**config.mk**
```make
export PLATFORM = sky130hd
export DESIGN_NAME = scroll_controller_flat
export DESIGN_NICKNAME = d
export VERILOG_FILES = /design/src/rtl/scroll_pkg.sv /design/src/rtl/scroll_controller_if.sv /design/src/rtl/scroll_controller_tick_prescaler.sv /design/src/rtl/scroll_controller.sv /design/src/flat_wrapper.sv
export SDC_FILE = /design/constraint.sdc
export NUM_CORES = 1
export LEC_CHECK = 0
export CAP_MARGIN = 20
export CORE_ASPECT_RATIO = 2
export CORE_MARGIN = 1.5
export CORE_UTILIZATION = 40
export CTS_BUF_LIST = sky130_fd_sc_hd__clkbuf_16
export DETAILED_ROUTE_END_ITERATION = 10
export PLACE_DENSITY_LB_ADDON = 0.25
export SLEW_MARGIN = 20
export SYNTH_ARGS = -nofsm -noshare
export SYNTH_HDL_FRONTEND = slang
export SYNTH_SLANG_ARGS = --single-unit
```
**constraint.sdc**
```tcl
create_clock -name Clock -period 6 [get_ports Clock]
set_input_delay 1.8 -clock Clock [delete_from_list [all_inputs] [get_ports Clock]]
set_output_delay 1.8 -clock Clock [all_outputs]
set_load 0.05 [all_outputs]
```
**src/rtl/scroll_pkg.sv**
```systemverilog
// Shared types and constants for the seven-segment scroll sequencer.
package scroll_pkg;

  typedef logic [2:0] char_t;

  localparam char_t CHAR_H     = 3'd0;
  localparam char_t CHAR_E     = 3'd1;
  localparam char_t CHAR_L     = 3'd2;
  localparam char_t CHAR_O     = 3'd3;
  localparam char_t CHAR_BLANK = 3'd7;

  localparam char_t MESSAGE [8] = '{CHAR_H, CHAR_E, CHAR_L, CHAR_L,
                                    CHAR_O, CHAR_BLANK, CHAR_BLANK, CHAR_BLANK};

  typedef enum logic [1:0] {
    FLUSH = 2'd0,
    RUN   = 2'd1,
    PAUSE = 2'd2
  } state_t;

endpackage

```
**src/rtl/scroll_controller_if.sv**
```systemverilog
// Control inputs and chain-side outputs of the scroll sequencer.
interface scroll_controller_if;
  import scroll_pkg::*;

  logic  run;
  logic  step;
  logic  clear;
  char_t char_out;
  logic  shift_en;
  logic  msg_wrap;
  logic  busy;

  modport master (output run, step, clear,
                  input  char_out, shift_en, msg_wrap, busy);

  modport slave  (input  run, step, clear,
                  output char_out, shift_en, msg_wrap, busy);
endinterface

```
**src/rtl/scroll_controller_tick_prescaler.sv**
```systemverilog
// Free-running step-rate divider; tick is high in the last count of each period.
module tick_prescaler #(
  parameter int TICK_DIV = 25_000_000
) (
  input  logic Clock,
  input  logic Resetn,
  input  logic clr,
  input  logic en,
  output logic tick
);

  localparam int PC_W = $clog2(TICK_DIV);
  localparam logic [PC_W-1:0] PC_LAST = PC_W'(TICK_DIV - 1);

  logic [PC_W-1:0] pc_q, pc_d;

  assign tick = (pc_q == PC_LAST);

  always_comb begin
    pc_d = pc_q;
    if (clr)
      pc_d = '0;
    else if (en)
      pc_d = tick ? '0 : pc_q + 1'b1;
  end

  always_ff @(posedge Clock or negedge Resetn) begin
    if (!Resetn)
      pc_q <= '0;
    else
      pc_q <= pc_d;
  end

endmodule

```
**src/rtl/scroll_controller.sv**
```systemverilog
// Scroll sequencer: feeds "HELLO   " into the 8-stage character chain.
//   state | meaning
//   FLUSH | push CHAIN_LEN blanks, one per tick
//   RUN   | push next message char each tick
//   PAUSE | shift only on step
module scroll_controller
  import scroll_pkg::*;
#(
  parameter int TICK_DIV  = 25_000_000,
  parameter int CHAIN_LEN = 8
) (
  input  logic                Clock,
  input  logic                Resetn,
  scroll_controller_if.slave  bus
);

  localparam int FC_W = (CHAIN_LEN > 1) ? $clog2(CHAIN_LEN) : 1;
  localparam logic [FC_W-1:0] FC_LAST = FC_W'(CHAIN_LEN - 1);

  state_t          state_q;
  logic [FC_W-1:0] fc_q;
  logic [2:0]      idx_q;
  logic [2:0]      idx_d;
  char_t           char_out_q;
  logic            shift_en_q;
  logic            msg_wrap_q;
  logic            tick;
  logic            pc_clr;
  logic            pc_en;

  assign idx_d  = idx_q + 3'd1;
  assign pc_en  = (state_q != PAUSE);
  // Holding pc at zero while paused makes the RUN re-entry a full period.
  assign pc_clr = bus.clear || (state_q == PAUSE) || (state_q == RUN && !bus.run);

  tick_prescaler #(.TICK_DIV(TICK_DIV)) u_prescaler (
    .Clock  (Clock),
    .Resetn (Resetn),
    .clr    (pc_clr),
    .en     (pc_en),
    .tick   (tick)
  );

  always_ff @(posedge Clock or negedge Resetn) begin
    if (!Resetn) begin
      state_q    <= FLUSH;
      fc_q       <= '0;
      idx_q      <= '0;
      char_out_q <= CHAR_BLANK;
      shift_en_q <= 1'b0;
      msg_wrap_q <= 1'b0;
    end else begin
      shift_en_q <= 1'b0;
      msg_wrap_q <= 1'b0;
      if (bus.clear) begin
        state_q <= FLUSH;
        fc_q    <= '0;
      end else begin
        case (state_q)
          FLUSH: begin
            if (tick) begin
              shift_en_q <= 1'b1;
              char_out_q <= CHAR_BLANK;
              if (fc_q == FC_LAST) begin
                fc_q    <= '0;
                idx_q   <= '0;
                state_q <= bus.run ? RUN : PAUSE;
              end else begin
                fc_q <= fc_q + 1'b1;
              end
            end
          end
          RUN: begin
            if (!bus.run) begin
              state_q <= PAUSE;
            end else if (tick) begin
              shift_en_q <= 1'b1;
              char_out_q <= MESSAGE[idx_q];
              msg_wrap_q <= (idx_q == 3'd7);
              idx_q      <= idx_d;
            end
          end
          PAUSE: begin
            if (bus.run) begin
              state_q <= RUN;
            end else if (bus.step) begin
              shift_en_q <= 1'b1;
              char_out_q <= MESSAGE[idx_q];
              msg_wrap_q <= (idx_q == 3'd7);
              idx_q      <= idx_d;
            end
          end
          default: state_q <= FLUSH;
        endcase
      end
    end
  end

  assign bus.char_out = char_out_q;
  assign bus.shift_en = shift_en_q;
  assign bus.msg_wrap = msg_wrap_q;
  assign bus.busy     = (state_q == FLUSH);

endmodule

```
**src/flat_wrapper.sv**
```systemverilog
// flat-port wrapper written by rule: the top's interface ports become plain ports
module scroll_controller_flat import scroll_pkg::*;
#(
  parameter int TICK_DIV  = 25_000_000,
  parameter int CHAIN_LEN = 8
)
  (Clock, Resetn, bus_run, bus_step, bus_clear, bus_char_out, bus_shift_en, bus_msg_wrap, bus_busy);
  scroll_controller_if bus_i ();
  input  logic Clock;
  input  logic Resetn;
  input wire logic [$bits(bus_i.run)-1:0] bus_run;
  input wire logic [$bits(bus_i.step)-1:0] bus_step;
  input wire logic [$bits(bus_i.clear)-1:0] bus_clear;
  output wire logic [$bits(bus_i.char_out)-1:0] bus_char_out;
  output wire logic [$bits(bus_i.shift_en)-1:0] bus_shift_en;
  output wire logic [$bits(bus_i.msg_wrap)-1:0] bus_msg_wrap;
  output wire logic [$bits(bus_i.busy)-1:0] bus_busy;
  assign bus_i.run = bus_run;
  assign bus_i.step = bus_step;
  assign bus_i.clear = bus_clear;
  assign bus_char_out = bus_i.char_out;
  assign bus_shift_en = bus_i.shift_en;
  assign bus_msg_wrap = bus_i.msg_wrap;
  assign bus_busy = bus_i.busy;
  scroll_controller #(.TICK_DIV(TICK_DIV), .CHAIN_LEN(CHAIN_LEN)) u_core (.Clock(Clock), .Resetn(Resetn), .bus(bus_i));
endmodule
```
# --- Word level (Yosys, flattened, before mapping) ---
# Memory sizes are Yosys's and may differ from the RTL's.
# Index checks and enable logic that the tools add are counted.
word_totals:
  wordCells: 84
  ff_bits: 38
  rom_bits: 24
  mem_count: 1
  input_bits: 5
  output_inout_bits: 6
op_classes:
  bitwise_logic: 2
  n_mux: 41
  eq_ne: 16
  add_sub_neg: 3
  n_reduce_logical: 13
  n_lt_le_gt_ge: 1
mem_list:
  columns: ["memory", "depth", "word_bits", "rd", "rd_clocked_by_memory_dff", "wr", "line_no", "rtl"]
  rows:
  - ["(name not given)", 8, 3, 1, 0, 0, "scroll_controller.sv:78", "char_out_q <= MESSAGE[idx_q];"]
ops:
  columns: ["op", "n"]
  rows:
  - ["$mux 25", 3]
  - ["$mux 3", 17]
  - ["$add 25x1->25 const B", 1]
  - ["$eq 25x25->1 const B", 1]
  - ["$pmux 3 s3", 2]
  - ["$mux 2", 6]
  - ["$mux 1", 10]
  - ["$ne 2x2->1 const B", 5]
  - ["$reduce_and 8->1", 1]
  - ["$reduce_and 7->1", 1]
  - ["$add 3x1->3 const B", 2]
  - ["$eq 3x3->1 const B", 2]
  - ["$ne 3x2->1 const B", 2]
  - ["$ne 3x3->1 const B", 2]
  - ["$pmux 2 s3", 1]
  - ["$reduce_bool 2->1", 3]
  - ["$ge 4x4->1 const B", 1]
  - ["$ne 2x1->1 const B", 2]
  - ["$not 3->4", 1]
  - ["$reduce_and 4->1", 1]
  - ["$pmux 1 s3", 1]
  - ["$reduce_bool 3->1", 1]
  - ["$eq 2x1->1 const B", 1]
  - ["$eq 2x2->1 const B", 1]
  - ["other kinds (7)", 8]

# --- Depth between registers and ports, before layout ---
# Gate-level depths: netlist of run 1.
depth:
  depth_word: 7
  ltp_mapped: 9
  ltp_nobuf: 7

# --- Cells and area by module ---
# Synthesis of run 1 repeated with hierarchy kept, for this count alone.
unflattened:
  cells_unflattened: 239
  area_unflattened_um2: 2311.0
by_module_without_submodules:
  columns: ["mod", "cells_each", "area_each_um2", "seq_area_each_um2", "n_inst"]
  rows:
  - ["tick_prescaler", 164, 1536.5, 625.6, 1]
  - ["scroll_controller", 75, 774.5, 329.1, 1]

# --- Worst setup path before layout of run 1 ---
# OpenSTA, ideal clock, no wires.
synth_path:
  path_type: "input to register"
  start: "input bus_run"
  end: "register u_core.idx_q[0]"
  cell_stages: 6
  setup_slack_ps: 2823
  setup_time_ps: 132
  n_path_buf: 1
  required_time_ps: 5868
  arrival_ps: 3045
  cell_sequence: "clkbuf_1 > inv_1 > nand2_1 > a2111oi_1 > o221ai_2 > mux2i_1"
synth_via:
  elab_chain_cells: 2
  elab_cells_between_ends: 3
  classes_between: "eq/ne (2); reduce/logical (1)"
synth_rtl:
  columns: ["item", "line_no", "rtl"]
  rows:
  - ["start, declared", "flat_wrapper.sv:11", "input wire logic [$bits(bus_i.run)-1:0] bus_run;"]
  - ["$ne 2x2->1 (no source line)", null, null]
  - ["$reduce_and 8->1 (no source line) *", null, null]
  - ["end signal, assigned", "scroll_controller.sv:80", "idx_q <= idx_d;"]
  - ["end signal, assigned", "scroll_controller.sv:90", "idx_q <= idx_d;"]
  - ["end, declared", "scroll_controller.sv:22", "logic [2:0] idx_q;"]
# Mark *: on every way between the ends. The rest lies on a longest branch, timed or not.
# A chain may end at the register's enable or synchronous reset.

# --- Worst setup path after layout of run 1 ---
layout_path:
  start: "register u_core.state_q[0]"
  end: "output bus_busy"
layout_via:
  elab_chain_cells: 1
layout_rtl:
  columns: ["item", "line_no", "rtl"]
  rows:
  - ["start, declared", "scroll_controller.sv:20", "state_t state_q;"]
  - ["start signal, assigned", "scroll_controller.sv:67", "state_q <= bus.run ? RUN : PAUSE;"]
  - ["$logic_not 2->1", "scroll_controller.sv:102", "assign bus.busy = (state_q == FLUSH);"]
  - ["end, declared", "flat_wrapper.sv:17", "output wire logic [$bits(bus_i.busy)-1:0] bus_busy;"]
# Every way passes these cells.

==> results of run 1 <==
per-stage QoR:
stage | hold WS [ps] | setup slack (ps) | total power (uW) | std cells
floorplan | 450 | 2820 | 274 | 219
global placement | 468 | 2280 | 282 | 278
detailed placement | 477 | 2250 | 282 | 278
CTS | 485 | 2020 | 582 | 286
global route | 510 | 1920 | 594 | 286
finish | 482 | 2020 | 573 | 286
how the worst max path moves through the flow:
stage	slack [ps]	start	to
after floorplan	2820	bus_run	u_core.idx_q[0]$_DFFE_PN0P_
after global placement	2280	bus_clear	u_core.u_prescaler.pc_q[23]$_DFFE_PN0P_
after detailed placement	2250	bus_clear	u_core.u_prescaler.pc_q[11]$_DFFE_PN0P_
after CTS	2020	u_core.state_q[0]$_DFFE_PN0P_	bus_busy
after global routing	1920	u_core.state_q[0]$_DFFE_PN0P_	bus_busy
final	2020	u_core.state_q[0]$_DFFE_PN0P_	bus_busy
worst register-to-register path: stages, from the launching register on:
cell	delay, ps
dfrtp_1	380
ha_1	220
inv_1	60
or3_1	500
nor3_4	380
or4_1	750
nor2_1	150
cell type report:
cell class / count / area (um2)
Timing Repair Buffer: 10 / 95.1
Multi-Input combinational cell: 160 / 1100
Fill cell: 523 / 2750
Inverter: 12 / 45.0
Sequential cell: 38 / 955
Clock buffer: 5 / 125
Tap cell: 58 / 72.6
Clock inverter: 3 / 40.0
power by group:
group,internal (uW),switching (uW),leakage (uW)
combinational,4.79,12.0,0.000493
sequential,258,1.58,0.000502
clock,194,102,0.0000836
sequential cells by signal, indices dropped and copies added (netlist names):
| name | count |
|---|---|
| u_core.u_prescaler.pc_q | 25 |
| u_core.bus.char_out | 3 |
| u_core.fc_q | 3 |
| u_core.idx_q | 3 |
| u_core.state_q | 2 |
| u_core.bus.msg_wrap | 1 |
| u_core.bus.shift_en | 1 |
cells in the mapped netlist, types with 2 or more instances:
cell type	number	area share
nand2_1	14	0.024
inv_1	12	0.021
nor2b_1	3	0.0087
o41ai_1	3	0.012
mux2i_1	4	0.019
nand3_1	13	0.030
buf_6	3	0.016
nor3_1	5	0.012
or3_1	2	0.0058
dfrtp_1	35	0.41
clkbuf_1	3	0.0052
mux2_2	5	0.026
and3_1	3	0.0087
a21oi_1	11	0.025
xor2_1	17	0.069
xnor2_1	5	0.020
and4_1	2	0.0081
nor2_1	32	0.056
nand4_1	7	0.020
o21ai_0	2	0.0046
a21o_1	4	0.014
nand3_2	2	0.0093
dfstp_2	3	0.036
ha_1	11	0.064
routing by layer:
| layer | up-vias | GRT usage | wire length [um] |
|---|---|---|---|
| li1 | 774 | - | - |
| met1 | 793 | 0.189 | 1660 |
| met2 | 18 | 0.315 | 2430 |
| met3 | 7 | 0.0348 | 100 |
| met4 | 0 | 0.0871 | 104 |
| met5 | - | 0 | 0 |
cell families after synthesis:
family | count (synthesis) | synth area share
and+or+nand+nor | 91 | 0.226
xor gates and xnor gates | 22 | 0.0891
muxes | 9 | 0.0446
DFF | 38 | 0.442
AOI/OAI and AO/OA | 27 | 0.0862
adders and majority gates | 11 | 0.0637
buffers and inverters | 21 | 0.0492
==> metrics.md, run 1 <==
| Metric | Value |
|---|---|
| Status | completed |
| Worst Setup End Kind | output port |
| Post-DP Area | roughly 2300 um2 |
| Layout Skew | between 2 and 2.5 ps |
| Most frequent cells in the layout | dfrtp_1 (35), nor2_1 (32), xor2_1 (17), nand2_1 (14), nand3_1 (13) |
| CP Depth | 3 |
| Pins Over Slew Limit | 0 |
| Min-Delay Endpoint | u_core.u_prescaler.pc_q[0]$_DFFE_PN0P_ |
| Leakage dissipation | around 0.0011 uW |
| First-pass GRT wire length | 7570 um |
| R2r worst-path depth | 6 |
| Setup bufs post-CTS | 0 |
| GP Congestion | roughly 0.75 |
| Crit-path slowest cell | clkdlybuf4s50_1 |
| Layout cell share with drive strength beyond 1 | 0.110 |
| N_diodes | 0 |
| Total number of yosys warnings | 0 |
| Core ar. | 5180 um2 |
| Final worst path period share | 0.663 |
| Final count of hold timing violations | 0 |
| Worst setup SP type | register |
| GRT Total Usage | 0.179 |
| R2R Setup Slk | around 3400 ps |
| VDD IR max | about 0.23 mV |
| CTS Buffer Depth | 2 |
| Hold Crit Class | register to register |
| Clock latency on the worst-skew pair | ~280 ps |
| Drt via density | around 5.6 |
| Util after Layout | 0.469 |
| Initial drt markers | 31 |
| Tightest Pin Transition | roughly 960 ps |
| Initial antenna violation count | 0 |
| Crit-path max FO | 9 |
| Maximum capacitance violations | 0 |
| Nets@finish | around 240 |
| Mapped Nets | ~240 |
| Syn Inst Count | roughly 220 |
| # hold bufs at CTS | 0 |
| R2R Path End | u_core.u_prescaler.pc_q[11]$_DFFE_PN0P_ |
| RR Startpoint | u_core.u_prescaler.pc_q[0]$_DFFE_PN0P_ |
| CP bufs+invs | 2 |
| Final Cell Area | 2430 um2 |
| Most common cell after layout, fill and taps aside | dfrtp_1 |
| CP peak stage delay | ~870 ps |
| Vias in the first global route | 1686 |
| Clock root buffer | clkbuf_16 |
| Largest net degree at the start of global routing | 39 |
| Initial Util | 0.417 |
| Number of synthesized flops with an enable pin | 0 |
| PostCTS Resize Cnt | 0 |
| Row count | 37 |
| Mapped cell area | between 2000 and 2500 um2 |
| Detailed Route WL | about 4300 um |
| Dpl hpwl | 3100 um |
| Peak Freq | approximately 250 MHz |
| Die Y | roughly 110 um |
| Worst hold start | u_core.u_prescaler.pc_q[0]$_DFFE_PN0P_ |
| DRC viols | 0 |
| RSZ-0062 raised after global routing | false |
| Io pins | 11 |
| Crit path time final | 3980 ps |
| Worst setup path category | register to output port |
| Area grow syn2layout | 12.6% |
| Hold path depth | 1 |
| Vias | 1592 |
| DIE AREA | roughly 6000 um2 |
| Htree depth | 2 |
| Syn Area/Cell | between 9 and 10 um2 |
| First-pass iteration count of the detailed router | 4 |
| Clock-pin slew on the worst setup and hold paths | 60 ps |
| Register area share after synthesis | 0.442 |
| Routed Antenna Nets | 0 |
| Clock Sinks | 38 |
| Final setup TNS | 0 ps |
| Grt ovf | 0 |
| Die width | ~55 um |
| CTS tree | yes |
| TritonCTS Buffers | 5 |
| Count of cell types in the netlist | 42 |
| CP arrival | about 2200 ps |
| Seq cells post-synth | 38 |
| Per-cell routed wire length | approximately 15 um |
| Pwr per Cell Area | around 240 nW/um2 |
| Top FF cell, synth | dfrtp_1 |
| IO Port Bufs | 10 |
| Top Family by Delay on Critical Path | buffers and inverters |
| Worst path cell trace | inv_1 > ha_1 > clkdlybuf4s50_1 |
| Setup violators final | 0 |
| Required time worst endpoint | around 4200 ps |
| Rel. slew slack | 0.358 |
| Post-synth ARST share | 1.00 |
Power figures use the tool's default switching activity.
==> run 2, diff against run 1 <==
clock period = 3.3 ns   (was 6 ns; I/O delays follow)
==> run 2 against run 1 <==
  * Flip-flop and latch count is the same
  * Setup slack lost 1600 ps
  * Worst hold slack gained 1.6 ps
  * First-iteration DRC count shrank 39%
  * Via count shrank 1.5%
  * Non-clock buffer count grew 5
  * Die area is the same
  * Critical endpoint unchanged
  * Critical path type unchanged
==> metrics.md, run 2 (synthesis results as in run 1) <==
| Metric | Value |
|---|---|
| Initial antenna violation count | 0 (unchanged) |
| First-pass iteration count of the detailed router | 4 (unchanged) |
| N_diodes | 0 (unchanged) |
| Drt via density | 5.39 (-3.2%) |
| Worst setup path category | register to output port |
| First-pass GRT wire length | 7290 um (-3.7%) |
| Placed insts | 283 (+1.8%) |
| Worst setup SP type | register |
| CTS tree | yes |
| Per-cell routed wire length | 14.4 um (-4.2%) |
| Max reg flops | 25 (unchanged) |
| Core ar. | 5180 um2 (unchanged) |
| Tightest Pin Transition | 844 ps (-113 ps) |
| Final setup TNS | 0 ps (unchanged) |
| CP peak stage delay | 810 ps (-60 ps) |
| CP arrival | 1900 ps (-280 ps) |
| Pint | 834 uW (+82%) |
| Layout Skew | 5.70 ps (+3.41 ps) |
| Post-Layout Cell Count | 291 (+1.7%) |
| Htree depth | 2 (unchanged) |
| Clock root buffer | clkbuf_16 |
| Worst path cell trace | inv_1 > ha_1 > clkdlybuf4s50_1 |
| Largest net degree at the start of global routing | 39 (unchanged) |
| Crit-path max FO | 9 (unchanged) |
| DRC viols | 0 (unchanged) |
| Leakage dissipation | 0.00110 uW (+2.2%) |
| CTS Buffer Depth | 2 (unchanged) |
| Most frequent cells in the layout | dfrtp_1 (35), nor2_1 (32), xor2_1 (17), nand2_1 (14), nand3_1 (13) |
| Setup violators final | 0 (unchanged) |
| Sw Ratio | 0.201 (-0.000846) |
| Initial Util | 0.417 (unchanged) |
| GP Congestion | 0.757 (+0.60%) |
| Biggest register | u_core.u_prescaler.pc_q |
| Switching power | 210 uW (+81%) |
| Clock-pin slew on the worst setup and hold paths | 60 ps (about the same) |
| GRT Total Usage | 0.168 (-0.0103) |
| Setup bufs post-CTS | 0 (unchanged) |
| IO Port Bufs | 10 (unchanged) |
| Pins Over Slew Limit | 0 (unchanged) |
| Initial drt markers | 19 (-39%) |
| Nets@finish | 248 (+2.1%) |
| Layout cell share with drive strength beyond 1 | 0.129 (+0.0191) |
| Routed Antenna Nets | 0 (unchanged) |
| TritonCTS Buffers | 5 (unchanged) |
| Pwr per Cell Area | 422 nW/um2 (+79%) |
| Die width | 55.0 um (unchanged) |
| Maximum capacitance violations | 0 (unchanged) |
| Vias | 1568 (-1.5%) |
| Vias in the first global route | 1610 (-4.5%) |
| Register area | 955 um2 (unchanged) |
| # hold bufs at CTS | 0 (unchanged) |
| Io pins | 11 (unchanged) |
| PostCTS Resize Cnt | 0 (unchanged) |
| Row count | 37 (unchanged) |
| Required time worst endpoint | 2310 ps (-1890 ps) |
| Grt ovf | 0 (unchanged) |
| Peak Freq | approximately 350 MHz |
| Flop pwr share | 0.452 (about the same) |
| Area of the multi-input gates | 1100 um2 (unchanged) |
| Clock share of power | 0.515 (-0.002) |
| Detailed Route WL | 4180 um (-2.5%) |
| Final worst path period share | 0.875 |
| CP bufs+invs | 2 (unchanged) |
| Crit-path slowest cell | clkdlybuf4s50_1 |
| VDD IR max | 0.355 mV (+53%) |
| Final count of hold timing violations | 0 (unchanged) |
| Die Y | 107 um (unchanged) |
| Most common cell after layout, fill and taps aside | dfrtp_1 |
| Filler cells | 520 (-0.57%) |
| Rel. slew slack | 0.438 (+0.0800) |
| Dpl hpwl | 3020 um (-2.4%) |
| Crit path time final | a little under 3000 ps |
| Top Family by Delay on Critical Path | buffers and inverters |
| Clock Sinks | 38 (unchanged) |
| DIE AREA | 5880 um2 (unchanged) |
| Hold Crit Class | register to register |
| RSZ-0062 raised after global routing | false |
| Status | completed |
| Clock latency on the worst-skew pair | 280 ps (about the same) |
| Combinational Power Share | 0.032 (+0.003) |
| Worst Setup End Kind | output port |
| Area grow syn2layout | 14.3% |
[run 2: area by class of cell]
class                      count  area share
clock buffer                   5      0.0506
clock inverter                 3      0.0162
inverter                      12      0.0182
multi-input combinational    160       0.446
sequential                    38       0.386
tap                           58      0.0294
timing repair buffer          15      0.0537
[run 2: stage by stage]
stage                     instance area [um2]  hold WS [ps]  setup slack [ps]   util  total power, uW
after detailed placement                 2310           480               536  0.445              515
after CTS                                2470           488               400  0.477             1060
after global placement                   2310           472               541  0.445              515
after floorplan                          2160           450               933      -              499
after global routing                     2470           544               331  0.477             1070
final                                    2470           483               414  0.477             1040
[run 2: path summary, 6_finish.rpt]
kind / slack (ps) / depth (start not counted) / startpoint / end
worst min-delay path: 480 / 1 / u_core.u_prescaler.pc_q[0]$_DFFE_PN0P_ / u_core.u_prescaler.pc_q[0]$_DFFE_PN0P_
max in group asynchronous: 1950 / 1 / Resetn / u_core.u_prescaler.pc_q[20]$_DFFE_PN0P_
min in group asynchronous: 820 / 1 / Resetn / u_core.u_prescaler.pc_q[11]$_DFFE_PN0P_
worst max register to register: 1090 / 7 / u_core.u_prescaler.pc_q[0]$_DFFE_PN0P_ / u_core.u_prescaler.pc_q[20]$_DFFE_PN0P_
worst min register to register: 480 / 1 / u_core.u_prescaler.pc_q[0]$_DFFE_PN0P_ / u_core.u_prescaler.pc_q[0]$_DFFE_PN0P_
worst max-delay path: 410 / 3 / u_core.state_q[0]$_DFFE_PN0P_ / bus_busy
[run 2: routing by layer]
metal	vias up	global-route usage	part of all wire	wire, um
li1	780	-	-	-
met1	768	0.191	0.40	1680
met5	-	0	0	0
met4	0	0.0523	0.015	64
met3	5	0.0251	0.018	74
met2	15	0.304	0.57	2370
[run 2: power by group through the flow]
stage / sequential, uW / clock [uW] / combinational (uW)
3_5_place_dp: 480 / 0 / 35.0
3_3_place_gp: 480 / 0 / 34.8
4_1_cts: 472 / 553 / 35.3
6_report: 472 / 538 / 33.7
2_1_floorplan: 480 / 0 / 18.5
5_1_grt: 473 / 563 / 39.1
